`src/rtl/fir_filter_mac.sv`:
```
// fir_filter_mac: multi-lead FIR, one time-multiplexed MAC per lead.
// Runtime kernel and shift; round-half-up and saturation on the output.
// Ports:
//   clk_in, rst_n_in        clock, async active-low reset
//   signed_data_in          one signed sample per lead
//   data_valid_in/ready_out sample handshake (ready also gates coeff writes)
//   coeff_wr_en_in/addr/data  kernel tap write h[k]
//   shift_in                arithmetic right shift, captured with the sample
//   signed_data_out/sat_out filtered samples, per-lead clip flags
//   data_valid_out          one-cycle result strobe
module fir_filter_mac #(
  parameter int DATA_RESOLUTION  = 8,
  parameter int COEFF_RESOLUTION = 8,
  parameter int NUM_LEADS        = 1,
  parameter int KERNEL_SIZE      = 40,
  localparam int ACC_WIDTH = DATA_RESOLUTION + COEFF_RESOLUTION
                           + $clog2(KERNEL_SIZE),
  localparam int SHIFT_WIDTH = $clog2(ACC_WIDTH),
  localparam int AW = $clog2(KERNEL_SIZE)
) (
  input  logic                                 clk_in,
  input  logic                                 rst_n_in,
  input  logic [NUM_LEADS*DATA_RESOLUTION-1:0] signed_data_in,
  input  logic                                 data_valid_in,
  output logic                                 ready_out,
  input  logic                                 coeff_wr_en_in,
  input  logic [AW-1:0]                        coeff_addr_in,
  input  logic [COEFF_RESOLUTION-1:0]          coeff_data_in,
  input  logic [SHIFT_WIDTH-1:0]               shift_in,
  output logic [NUM_LEADS*DATA_RESOLUTION-1:0] signed_data_out,
  output logic                                 data_valid_out,
  output logic [NUM_LEADS-1:0]                 sat_out
);

  localparam int DW = DATA_RESOLUTION;
  localparam int CW = COEFF_RESOLUTION;
  localparam int PW = DW + CW;
  localparam int RW = ACC_WIDTH + 1;
  localparam logic [AW-1:0] LAST = AW'(KERNEL_SIZE - 1);
  localparam logic [AW:0] KLIM = (AW + 1)'(KERNEL_SIZE);
  localparam logic signed [RW-1:0] OMAX = RW'(2 ** (DW - 1) - 1);
  localparam logic signed [RW-1:0] OMIN = ~OMAX;

  typedef enum logic [1:0] {IDLE, MAC, DRAIN, OUT} state_t;

  state_t state;
  logic ready_q;
  logic valid_q;
  logic drain_q;
  logic [AW-1:0] wr_ptr;
  logic [AW-1:0] rd_ptr;
  logic [AW-1:0] tap;
  logic [SHIFT_WIDTH-1:0] shift_q;
  logic [NUM_LEADS-1:0] sat_q;

  logic signed [CW-1:0] coeff [KERNEL_SIZE];
  logic signed [DW-1:0] hist [NUM_LEADS][KERNEL_SIZE];
  logic signed [PW-1:0] prod_q [NUM_LEADS];
  logic signed [ACC_WIDTH-1:0] acc [NUM_LEADS];
  logic signed [DW-1:0] dout_q [NUM_LEADS];

  logic signed [DW-1:0] lead_in [NUM_LEADS];
  logic signed [PW-1:0] mult [NUM_LEADS];
  logic signed [RW-1:0] bias;
  logic signed [RW-1:0] biased [NUM_LEADS];
  logic signed [RW-1:0] rnd [NUM_LEADS];
  logic signed [DW-1:0] clip [NUM_LEADS];
  logic [NUM_LEADS-1:0] clip_sat;

  logic accept;
  logic coeff_wr;

  assign accept = data_valid_in && ready_q;
  assign coeff_wr = coeff_wr_en_in && ready_q
                  && ({1'b0, coeff_addr_in} < KLIM);
  assign bias = (shift_q != '0)
              ? (RW'(1) << (shift_q - 1'b1)) : '0;

  // One extra bit over the accumulator absorbs the rounding bias.
  always_comb begin
    for (int l = 0; l < NUM_LEADS; l++) begin
      lead_in[l] = signed_data_in[l*DW +: DW];
      mult[l] = hist[l][rd_ptr] * coeff[tap];
      biased[l] = RW'(acc[l]) + bias;
      rnd[l] = biased[l] >>> shift_q;
      clip[l] = rnd[l][DW-1:0];
      clip_sat[l] = 1'b0;
      if (rnd[l] > OMAX) begin
        clip[l] = OMAX[DW-1:0];
        clip_sat[l] = 1'b1;
      end else if (rnd[l] < OMIN) begin
        clip[l] = OMIN[DW-1:0];
        clip_sat[l] = 1'b1;
      end
    end
  end

  always_ff @(posedge clk_in or negedge rst_n_in) begin
    if (!rst_n_in) begin
      state   <= IDLE;
      ready_q <= 1'b0;
      valid_q <= 1'b0;
      drain_q <= 1'b0;
      wr_ptr  <= '0;
      rd_ptr  <= '0;
      tap     <= '0;
      shift_q <= '0;
      sat_q   <= '0;
      for (int k = 0; k < KERNEL_SIZE; k++) coeff[k] <= CW'(1);
      for (int l = 0; l < NUM_LEADS; l++) begin
        prod_q[l] <= '0;
        acc[l]    <= '0;
        dout_q[l] <= '0;
        for (int k = 0; k < KERNEL_SIZE; k++) hist[l][k] <= '0;
      end
    end else begin
      valid_q <= 1'b0;
      if (coeff_wr) coeff[coeff_addr_in] <= coeff_data_in;
      unique case (state)
        IDLE: begin
          if (accept) begin
            for (int l = 0; l < NUM_LEADS; l++) begin
              hist[l][wr_ptr] <= lead_in[l];
              prod_q[l] <= '0;
              acc[l] <= '0;
            end
            rd_ptr  <= wr_ptr;
            wr_ptr  <= (wr_ptr == LAST) ? '0 : wr_ptr + 1'b1;
            tap     <= '0;
            shift_q <= shift_in;
            ready_q <= 1'b0;
            state   <= MAC;
          end else begin
            ready_q <= 1'b1;
          end
        end
        // Product is registered; the sum lags it by one cycle.
        MAC: begin
          for (int l = 0; l < NUM_LEADS; l++) begin
            prod_q[l] <= mult[l];
            acc[l] <= acc[l] + ACC_WIDTH'(prod_q[l]);
          end
          rd_ptr <= (rd_ptr == '0) ? LAST : rd_ptr - 1'b1;
          tap <= tap + 1'b1;
          if (tap == LAST) begin
            drain_q <= 1'b0;
            state <= DRAIN;
          end
        end
        DRAIN: begin
          for (int l = 0; l < NUM_LEADS; l++) begin
            prod_q[l] <= '0;
            acc[l] <= acc[l] + ACC_WIDTH'(prod_q[l]);
          end
          drain_q <= 1'b1;
          if (drain_q) begin
            for (int l = 0; l < NUM_LEADS; l++) dout_q[l] <= clip[l];
            sat_q <= clip_sat;
            valid_q <= 1'b1;
            state <= OUT;
          end
        end
        OUT: begin
          ready_q <= 1'b1;
          state <= IDLE;
        end
      endcase
    end
  end

  assign ready_out = ready_q;
  assign data_valid_out = valid_q;
  assign sat_out = sat_q;

  for (genvar l = 0; l < NUM_LEADS; l++) begin : g_out
    assign signed_data_out[l*DW +: DW] = dout_q[l];
  end

endmodule

```
`config.mk`:
```
export PLATFORM = sky130hd
export DESIGN_NAME = fir_filter_mac
export DESIGN_NICKNAME = d
export VERILOG_FILES = /design/src/rtl/fir_filter_mac.sv
export SDC_FILE = /design/constraint.sdc
export NUM_CORES = 1
export LEC_CHECK = 0
export CORE_UTILIZATION = 24
export CTS_CLUSTER_DIAMETER = 120
export DETAILED_ROUTE_END_ITERATION = 10
export HOLD_SLACK_MARGIN = 0.08
export PLACE_DENSITY_LB_ADDON = 0.08
export SETUP_SLACK_MARGIN = 0.1
export SYNTH_ARGS = -nofsm -noshare
export SYNTH_HDL_FRONTEND = slang
export SYNTH_SLANG_ARGS = --single-unit
export TNS_END_PERCENT = 20
```
`constraint.sdc`:
```
create_clock -name clk_in -period 9.1 [get_ports clk_in]
set_input_delay 1.365 -clock clk_in [delete_from_list [all_inputs] [get_ports clk_in]]
set_output_delay 1.365 -clock clk_in [all_outputs]
set_load 0.01 [all_outputs]
```
==> flow_summary.yaml, run 1 <==
detailed_routing:
  via_count: 25100
  count_of_routing_violations_after_the_opening_detailed_route_iteration: 1487
  routed_wire_length_per_instance_um: 22.89
  drc: 0
  routed_wl_mm: 120.5
  detail-route-antenna-nets: 0
  post_drt_via_cell_ratio: 4.769
  number_of_iterations_in_the_first_detailed_routing_pass: 5
critical_path:
  worst-endpoint-required_ns: 9.74
  buf_inv_stages_crit_path: 3
  critPathMaxFanout: 27
  crit_path_top_delay_cell: "dfrtp_4"
  critical_path_arrival_ns: 8.08
  worst-path-stages: 25
  crit_path_frequent_cell: "a21oi_1"
  critical_path.startpoint_type: "flop"
  max_stage_delay_ns: 0.79
  path_class: "flop to flop"
  worstSetupEndpointType: "flop"
  worst_r2r_path_cells: 25
  timing.critical_path.max_delay_family: "adder cells"
sta:
  fin_worst_skew_ns: 0.05533
  post-route-period-util_pct: 81.81
  grt_setup_unrepaired: "no"
  fin_ws_ns: 1.655
  slew_violations: 0
  timing.setup.tns_ns: 0
  setup_viol: 0
  worst_slew_pin_slew_ns: 1.345
  hold-worst-slack_ns: 0.4967
  slew_headroom_pct: 9.972
  layout_min_cycle_time_ns: 7.445
  max_clock_freq_mhz: 134.3
  final_hold_viol_count: 0
power:
  power_frac_comb_pct: 39.1
  power-per-cell-area_nw_per_um2: 288.5
  power.switching_mw: 5.001
  swShare_pct: 38.59
  p_leak_nw: 19.92
  clkPwrFrac_pct: 27.9
  cellInternalPower_mw: 7.960
  peakVddDrop_v: 0.0001898
  sequential_fraction_of_design_power_pct: 33.0
clock_tree:
  clkLatencyLatePin_ns: 0.72
  cts_hold_buf: 0
  cts-root-to-sink-buffers: 3
  cts_bufs_inserted: 93
  post_cts_resized: 0
  clock-root-buffer: "clkbuf_16"
  postCtsSetupBuffers: 0
  tritoncts: "built"
  cts.reportedPaths.clkPinSlew_ns: 0.06
  htreeDepth: 3
  clock_sinks: 715
yosys:
  synth_async_sr_flop_share_pct: 100.0
  post_synth_most_frequent_cells: "dfrtp_1 (675), mux2_2 (665), nand2_1 (208), mux4_2 (194), nor2_1 (182)"
  synth_fp_nets: 3191
  yosys.cell_count.top_type: "dfrtp_1"
  synthDominantCellAreaShare_pct: 43.28
  sequential_cell_area_fraction_in_the_yosys_report_pct: 45.97
  synth-main-ff-cell: "dfrtp_1"
  number_of_flops_mapped_to_enable_cells_by_yosys: 0
  ys_top_cells_by_area: "dfrtp_1 (43%), mux2_2 (19%), mux4_2 (11%)"
  synth_area_leader: "dfrtp_1"
  synthCells: 3022
  synth.distinct_cells: 95
  synthesis.area_sq_um: 39030
  ys_seq_elements: 715
  synth.yosys.warnings: 0
  syn-mean-instance-area_sq_um: 12.91
global_routing:
  gr-usage-all-layers_pct: 14.95
  first_global_vias: 27300
  grt_overflow: 0
  grt_max_degree: 153
  antenna_violations_before_repair: 3
  grt_first_pass_wirelength_mm: 184.6
cells_and_area:
  nNetsFinal: 3197
  drive_above_1_share_pct: 37.18
  final-instance-count-excl-fill: 5264
  synth_to_layout_area_growth_pct: 15.12
  insertedDiodeCount: 0
  final_design_area_no_fill_sq_um: 44930
  nFillCells: 16510
die:
  floorplan.die_area_sq_um: 164200
  std_cell_rows: 147
  io-pin-count: 42
  core_area_sq_um: 160900
  initial_core_util_pct: 24.25
  floorplan.die.height_um: 405.3
  die-width_um: 405.3
place:
  dp.cells: 5093
  placement.io_buffers: 41
  place_worst_setup_slack_ns: 1.600
  dp_hpwl_mm: 79.97
  dpl-instance-area_sq_um: 41940
  finalWeightedCongestion: 0.8263
min_path:
  depth_of_the_worst_hold_timing_path: 2
  min_path_type: "flop to flop"
flow_run:
  drv_cap: 0
run_status:
  result_of_the_run: "finished, final reports clean"
per-stage QoR:
stage	util [%]	power (mW)
detailed placement	26.06	9.510
CTS	27.92	13.24
global route	27.92	13.88
floorplan	-	7.776
global placement	26.06	9.489
finish	27.92	12.96
power groups by stage:
stage          clock network (mW)  registers [mW]  logic (mW)
2_1_floorplan                   0            3.94        3.83
3_3_place_gp                    0            4.33        5.16
3_5_place_dp                    0            4.34        5.17
4_1_cts                      3.76            4.29        5.19
5_1_grt                      3.89            4.36        5.63
6_report                     3.62            4.27        5.07
placed cells by master, fill, tap and decap left out, types with 14 or more instances in the layout:
cell type | Yosys | layout
nor3_1 | 28 | 28
a211oi_1 | 16 | 16
nor2b_1 | 17 | 17
o211ai_1 | 16 | 16
nor2_1 | 182 | 181
inv_1 | 98 | 98
dfstp_2 | 40 | 40
mux2_2 | 665 | 665
xor2_1 | 19 | 19
clkinv_2 | 0 | 20
xnor2_1 | 40 | 40
clkbuf_1 | 150 | 26
clkbuf_8 | 0 | 18
nand2b_1 | 15 | 15
dfrtp_1 | 675 | 668
a22o_1 | 14 | 14
clkbuf_16 | 0 | 93
nand4_1 | 14 | 14
ha_1 | 81 | 81
a21oi_1 | 84 | 83
nand2_1 | 208 | 208
a21o_1 | 19 | 19
nand3_1 | 29 | 29
clkdlybuf4s50_1 | 0 | 34
o21ai_0 | 69 | 69
fa_1 | 57 | 57
buf_4 | 1 | 53
mux2i_1 | 22 | 22
mux4_2 | 194 | 194
a221oi_1 | 20 | 20
cell type report:
| cell class | count | area, sq um | share of cell area (%) |
|---|---|---|---|
| Clock inverter | 34 | 311.5 | 0.6935 |
| Clock buffer | 137 | 2673 | 5.949 |
| Tap cell | 2160 | 2703 | 6.016 |
| Inverter | 101 | 379.1 | 0.8438 |
| Timing Repair Buffer | 101 | 923.4 | 2.055 |
| Multi-Input combinational cell | 2016 | 19980 | 44.46 |
| Sequential cell | 715 | 17960 | 39.98 |
state kept, by name, summed over array words and instances, names as in the netlist, 2 cells and up:
| name | flops |
|---|---|
| tap | 6 |
| wr_ptr | 6 |
| hist | 320 |
| rd_ptr | 6 |
| coeff | 320 |
| signed_data_out | 8 |
| shift_q | 5 |
| acc | 22 |
| state | 2 |
| prod_q | 16 |
cell families after synthesis:
kind of cell,synth area share (%)
xor+xnor,1.436
simple gates,6.604
mux,31.01
compound gates,6.553
flops,45.97
buf+inv,2.905
fa+ha+maj,5.521
metal layers:
metal / vias to the layer above / share of wire (%) / track usage, %
met5: - / 0.011 / 0
met4: 2 / 2.5 / 4.240
met3: 160 / 2.9 / 2.182
met2: 361 / 49 / 25.26
met1: 13440 / 45 / 19.77
li1: 11140 / - / -
worst min-delay path: stages (launching register included):
cell and delay [ns]:
dfrtp_1 0.35, nand2_1 0.05, o21ai_0 0.06
worst paths after layout:
check                      slack, ns       from         end
setup / recovery                1.65  rd_ptr[0]  prod_q[15]
hold / removal                  0.50  prod_q[3]   prod_q[3]
setup reg to reg                1.65  rd_ptr[0]  prod_q[15]
hold reg to reg                 0.50  prod_q[3]   prod_q[3]
max in group asynchronous       6.97   rst_n_in      tap[0]
min in group asynchronous       0.66   rst_n_in   hist[276]
(Power assumes the default switching activity.)
==> run 2, diff against run 1 <==
==> constraint.sdc (replaced) <==
create_clock -name clk_in -period 6 [get_ports clk_in]
set_input_delay 0.9 -clock clk_in [delete_from_list [all_inputs] [get_ports clk_in]]
set_output_delay 0.9 -clock clk_in [all_outputs]
set_load 0.01 [all_outputs]
==> run 2 against run 1 <==
  * The run now ends with negative setup slack left
  * Combinational power up 92%
  * Routed wire length up 2.3%
  * Final area up 5.4%
  * Clock skew down 0.018 ns
  * Sequential share of layout area down 2.1 points
  * Critical endpoint is now prod_q[14]
  * Critical path depth down 1
  * Clock power up 57%
==> flow_summary.yaml, run 2 (same netlist as run 1, synthesis figures left out) <==
run_status:
  result_of_the_run: "complete, but fails checks"
  failed_checks: "negative setup slack"
cells_and_area:
  nFillCells: 16260
  final_design_area_no_fill_sq_um: 47350
  synth_to_layout_area_growth_pct: 21.33
  reg_top3: "coeff: 320 flops, hist: 320 flops, acc: 22 flops"
  fin_util_pct: 29.42
  mostFrequentLayoutCell: "dfrtp_1"
  mostFrequentLayoutCells: "dfrtp_1 (669), mux2_2 (665), nand2_1 (205)"
  nNetsFinal: 3372
  drive_above_1_share_pct: 42.93
sta:
  final_hold_viol_count: 0
  setup_viol: 4
  slew_violations: 0
  fin_ws_ns: -0.2514
  slew_headroom_pct: 19.86
  grt_setup_unrepaired: "yes"
  fin_worst_skew_ns: 0.03693
  max_clock_freq_mhz: 160.0
  worst_slew_pin_slew_ns: 1.198
  post-route-period-util_pct: 104.2
  layout_min_cycle_time_ns: 6.251
detailed_routing:
  via_count: 25770
  routed_wire_length_per_instance_um: 22.65
  number_of_iterations_in_the_first_detailed_routing_pass: 5
  count_of_routing_violations_after_the_opening_detailed_route_iteration: 1316
  routed_wl_mm: 123.3
  drc: 0
  detail-route-antenna-nets: 0
  post_drt_via_cell_ratio: 4.736
power:
  power.switching_mw: 8.003
  power_frac_comb_pct: 44.8
  power-per-cell-area_nw_per_um2: 457.1
  clkPwrFrac_pct: 26.3
  cellInternalPower_mw: 13.64
  p_leak_nw: 21.07
  sequential_fraction_of_design_power_pct: 28.9
  peakVddDrop_v: 0.0002489
  totalPowerFinal_mw: 21.65
  swShare_pct: 36.97
die:
  floorplan.die_area_sq_um: 164200
  io-pin-count: 42
  floorplan.die.height_um: 405.3
  initial_core_util_pct: 24.25
  die-width_um: 405.3
  std_cell_rows: 147
  core_area_sq_um: 160900
critical_path:
  critical_path.startpoint_type: "flop"
  setup.reg_to_reg.worst_slack_ns: -0.25
  path_class: "flop to flop"
  critical_path_arrival_ns: 6.82
  worst_r2r_endpoint: "prod_q[14]"
  worst-endpoint-required_ns: 6.57
  worst_r2r_path_cells: 24
  critPathMaxFanout: 8
  r2r-start: "tap[0]"
  worstSetupEndpointType: "flop"
clock_tree:
  tritoncts: "built"
  clock_sinks: 715
  cts.reportedPaths.clkPinSlew_ns: 0.06
  htreeDepth: 3
  cts_bufs_inserted: 91
  clkLatencyLatePin_ns: 0.70
  clock-root-buffer: "clkbuf_16"
  cts-root-to-sink-buffers: 3
global_routing:
  grt_first_pass_wirelength_mm: 189.0
  first_global_vias: 28140
  antenna_violations_before_repair: 2
  gr-usage-all-layers_pct: 15.27
  grt_overflow: 0
  grt_max_degree: 159
place:
  dpl-instance-area_sq_um: 43290
  placement.io_buffers: 41
  finalWeightedCongestion: 0.8218
  dp_hpwl_mm: 86.00
flow_run:
  drv_cap: 0
min_path:
  min_path_type: "primary input to asynchronous set/reset pin"
run 2: repair_timing:
action                     CTS  global route
setup buffers               28            15
gates cloned                 3             2
pin swaps                   50            32
setup endpoints to repair    7            10
gates resized for setup     55            44
hold buffers                 0             0
run 2: worst max-delay path: stages, from the launching register on:
cell,delay [ns]
dfrtp_4,0.57
buf_12,0.19
buf_6,0.11
mux4_2,0.49
mux4_2,0.51
a221oi_2,0.33
a21oi_2,0.12
buf_4,0.19
nand2_2,0.06
fa_1,0.43
fa_1,0.55
inv_1,0.05
fa_1,0.47
fa_1,0.52
ha_4,0.31
inv_4,0.04
o21ai_4,0.16
a21oi_2,0.07
o21bai_1,0.18
a21oi_1,0.09
o21bai_1,0.18
a21o_1,0.16
a21oi_2,0.06
xnor2_1,0.12
a22o_1,0.17
run 2: stage by stage:
step | setup TNS [ns] | hold WS [ns] | setup WS, ns | instances
after floorplan | 0 | 0.4563 | 0.08916 | 3022
after detailed placement | -1.904 | 0.4803 | -0.4543 | 5223
after global placement | -1.896 | 0.4814 | -0.4496 | 5223
after global routing | -2.075 | 0.2662 | -0.5028 | 5440
after CTS | -1.018 | 0.2752 | -0.2729 | 5424
final | -0.7691 | 0.2034 | -0.2514 | 5441
run 2: worst max-delay path by stage:
stage,from,to,depth (start not counted)
2_1_floorplan,rd_ptr[0],prod_q[14],23
3_3_place_gp,rd_ptr[0],prod_q[15],24
3_5_place_dp,rd_ptr[0],prod_q[15],24
4_1_cts,rd_ptr[0],prod_q[15],25
5_1_grt,tap[0],prod_q[14],24
6_report,tap[0],prod_q[14],24
run 2: cell type report:
type	instances	area [sq um]	share of cell area, %
Sequential cell	715	17960	37.93
Inverter	101	381.6	0.8059
Antenna cell	1	2.502	0.005285
Clock buffer	139	2738	5.781
Multi-Input combinational cell	2016	20400	43.08
Clock inverter	31	409.1	0.8640
Tap cell	2160	2703	5.707
Timing Repair Buffer	278	2758	5.824
run 2: power groups by stage:
stage	logic, mW	clock network, mW	registers [mW]
after floorplan	5.98	0	5.98
after global routing	10.6	6.11	6.37
after CTS	9.56	5.91	6.26
final	9.71	5.69	6.26
after global placement	9.09	0	6.32
after detailed placement	9.11	0	6.34
run 2: routing by layer:
layer / vias to the layer above / global-route usage [%] / routed length [um]
met5: - / 0 / 0
met4: 0 / 3.981 / 2857
met3: 148 / 2.009 / 3054
met2: 365 / 26.01 / 61080
met1: 13750 / 20.29 / 56270
li1: 11510 / - / -
==> run 3, diff against run 2 <==
--- a/config.mk
+++ b/config.mk
@@ -5,8 +5,8 @@
 export SDC_FILE = /design/constraint.sdc
 export NUM_CORES = 1
 export LEC_CHECK = 0
+export CORE_MARGIN = 10
 export CORE_UTILIZATION = 24
-export CTS_CLUSTER_DIAMETER = 120
 export DETAILED_ROUTE_END_ITERATION = 10
 export HOLD_SLACK_MARGIN = 0.08
 export PLACE_DENSITY_LB_ADDON = 0.08
==> run 3 against run 2 <==
  * The flow still finishes with violations (negative setup slack)
  * Routed wire length down 1.6%
  * First-iteration DRC count decreased by 11%
  * Setup slack lost 0.038 ns
  * Total power down 0.50%
  * Count of clock-buffer cells in the layout grew 2
  * Non-clock buffer count fell by 28
==> flow_summary.yaml, run 3 (same netlist as run 1, synthesis figures left out) <==
clock_tree:
  htreeDepth: 3
  cts-root-to-sink-buffers: 3
  clock-root-buffer: "clkbuf_16"
  clock_sinks: 715
  tritoncts: "built"
  cts_bufs_inserted: 93
  clkLatencyLatePin_ns: 0.71
  cts.reportedPaths.clkPinSlew_ns: 0.06
critical_path:
  max_stage_delay_ns: 0.59
  crit_path_top_delay_cell: "mux4_2"
  critPathMaxFanout: 5
  crit_path_frequent_cell: "fa_1"
  worst-endpoint-required_ns: 6.55
  path_class: "flop to flop"
  worstSetupEndpointType: "flop"
  cell_chain_of_the_critical_path: "buf_12, mux4_2, mux4_2, a221oi_4, buf_6, a21oi_2, nor2b_2, inv_1, fa_1, fa_1, inv_2, fa_1, fa_1, ha_4, inv_4, o21ai_4, a21oi_2, o21bai_1, a21oi_1, o21bai_1, a21o_1, a21oi_2, xnor2_1, a22o_1"
  critical_path.startpoint_type: "flop"
  critical_path_arrival_ns: 6.84
power:
  peakVddDrop_v: 0.0002399
  cellInternalPower_mw: 13.50
  power-per-cell-area_nw_per_um2: 457.7
  sequential_fraction_of_design_power_pct: 28.8
  power_frac_comb_pct: 44.8
  p_leak_nw: 20.93
  power.switching_mw: 8.033
  swShare_pct: 37.30
  clkPwrFrac_pct: 26.4
die:
  core_area_sq_um: 161100
  floorplan.die.height_um: 423.3
  io-pin-count: 42
  floorplan.die_area_sq_um: 179100
  die-width_um: 423.3
  initial_core_util_pct: 24.22
  std_cell_rows: 147
detailed_routing:
  routed_wl_mm: 121.2
  post_drt_via_cell_ratio: 4.757
  detail-route-antenna-nets: 0
  drc: 0
  count_of_routing_violations_after_the_opening_detailed_route_iteration: 1171
  routed_wire_length_per_instance_um: 22.40
  number_of_iterations_in_the_first_detailed_routing_pass: 5
  via_count: 25750
place:
  dp_hpwl_mm: 84.13
  dpl-instance-area_sq_um: 43140
  placement.io_buffers: 41
  finalWeightedCongestion: 0.8096
sta:
  slew_headroom_pct: 23.64
  fin_ws_ns: -0.2890
  grt_setup_unrepaired: "yes"
  slew_violations: 0
  worst_slew_pin_slew_ns: 1.141
  post-route-period-util_pct: 104.8
  layout_min_cycle_time_ns: 6.289
  final_hold_viol_count: 0
  timing.setup.tns_ns: -1.101
  max_clock_freq_mhz: 159.0
  fin_worst_skew_ns: 0.05400
  hold-worst-slack_ns: 0.1405
  setup_viol: 5
run_status:
  result_of_the_run: "complete, but fails checks"
  failed_checks: "negative setup slack"
cells_and_area:
  nNetsFinal: 3346
  mostFrequentLayoutCells: "dfrtp_1 (669), mux2_2 (662), nand2_1 (202)"
  nFillCells: 16410
  insertedDiodeCount: 0
  synth_to_layout_area_growth_pct: 20.57
  reg_top3: "coeff: 320 flops, hist: 320 flops, acc: 22 flops"
  drive_above_1_share_pct: 42.27
  fin_util_pct: 29.20
  final_design_area_no_fill_sq_um: 47050
  mostFrequentLayoutCell: "dfrtp_1"
global_routing:
  gr-usage-all-layers_pct: 13.40
  antenna_violations_before_repair: 1
  grt_overflow: 0
  grt_max_degree: 161
  grt_first_pass_wirelength_mm: 186.2
  first_global_vias: 28210
min_path:
  min_path_type: "primary input to asynchronous set/reset pin"
flow_run:
  drv_cap: 0
run 3: per-stage QoR:
step	std cells	power [mW]	setup WS (ns)
finish	5413	21.54	-0.2890
CTS	5412	21.84	-0.3276
global placement	5218	15.40	-0.5164
floorplan	3022	11.96	0.08916
detailed placement	5218	15.42	-0.5021
global route	5413	23.00	-0.5528
run 3: layout make-up:
type | count | area, sq um | area share, %
Sequential cell | 715 | 17960 | 38.17
Clock buffer | 141 | 2739 | 5.821
Inverter | 101 | 381.6 | 0.8110
Timing Repair Buffer | 250 | 2495 | 5.302
Clock inverter | 30 | 397.9 | 0.8456
Multi-Input combinational cell | 2016 | 20380 | 43.31
Tap cell | 2160 | 2703 | 5.744
run 3: final timing paths:
path | start | to | slack (ns) | cells after the start
max in group asynchronous | rst_n_in | coeff[69] | 4.36 | 2
worst max-delay path | rd_ptr[0] | prod_q[14] | -0.29 | 24
worst max register to register | rd_ptr[0] | prod_q[14] | -0.29 | 24
min in group clk_in | prod_q[6] | prod_q[6] | 0.49 | 2
worst min register to register | prod_q[6] | prod_q[6] | 0.49 | 2
worst min-delay path | rst_n_in | hist[286] | 0.14 | 1
run 3: power by group through the flow:
stage	sequential, mW	clock [mW]	combinational, mW
5_1_grt	6.32	6.07	10.6
2_1_floorplan	5.98	0	5.98
3_3_place_gp	6.27	0	9.14
3_5_place_dp	6.29	0	9.13
6_report	6.21	5.69	9.64
4_1_cts	6.22	5.90	9.72
run 3: per-layer routing:
layer / vias up / track usage (%) / wire (um)
li1: 11440 / - / -
met1: 13810 / 17.66 / 55800
met2: 349 / 23.01 / 59400
met3: 149 / 1.911 / 3372
met4: 0 / 3.307 / 2659
met5: - / 0 / 0
run 3: timing repair:
item                       CTS  global route
hold buffers                 0             0
setup buffers               17             1
resized for setup           74            22
cloned                       6             0
pin swaps                   46            25
setup endpoints to repair    7             8
run 3: critical path: cells and delay by family, from the launching register on:
| family | cells | cell delay, ns |
|---|---|---|
| multiplexers | 2 | 1.12 |
| AND/OR/NAND/NOR | 1 | 0.17 |
| adder cells (fa/ha/maj) | 5 | 2.28 |
| XOR/XNOR | 1 | 0.12 |
| flip-flops | 1 | 0.51 |
| buffers and inverters | 5 | 0.47 |
| AO/OA/AOI/OAI | 10 | 1.45 |
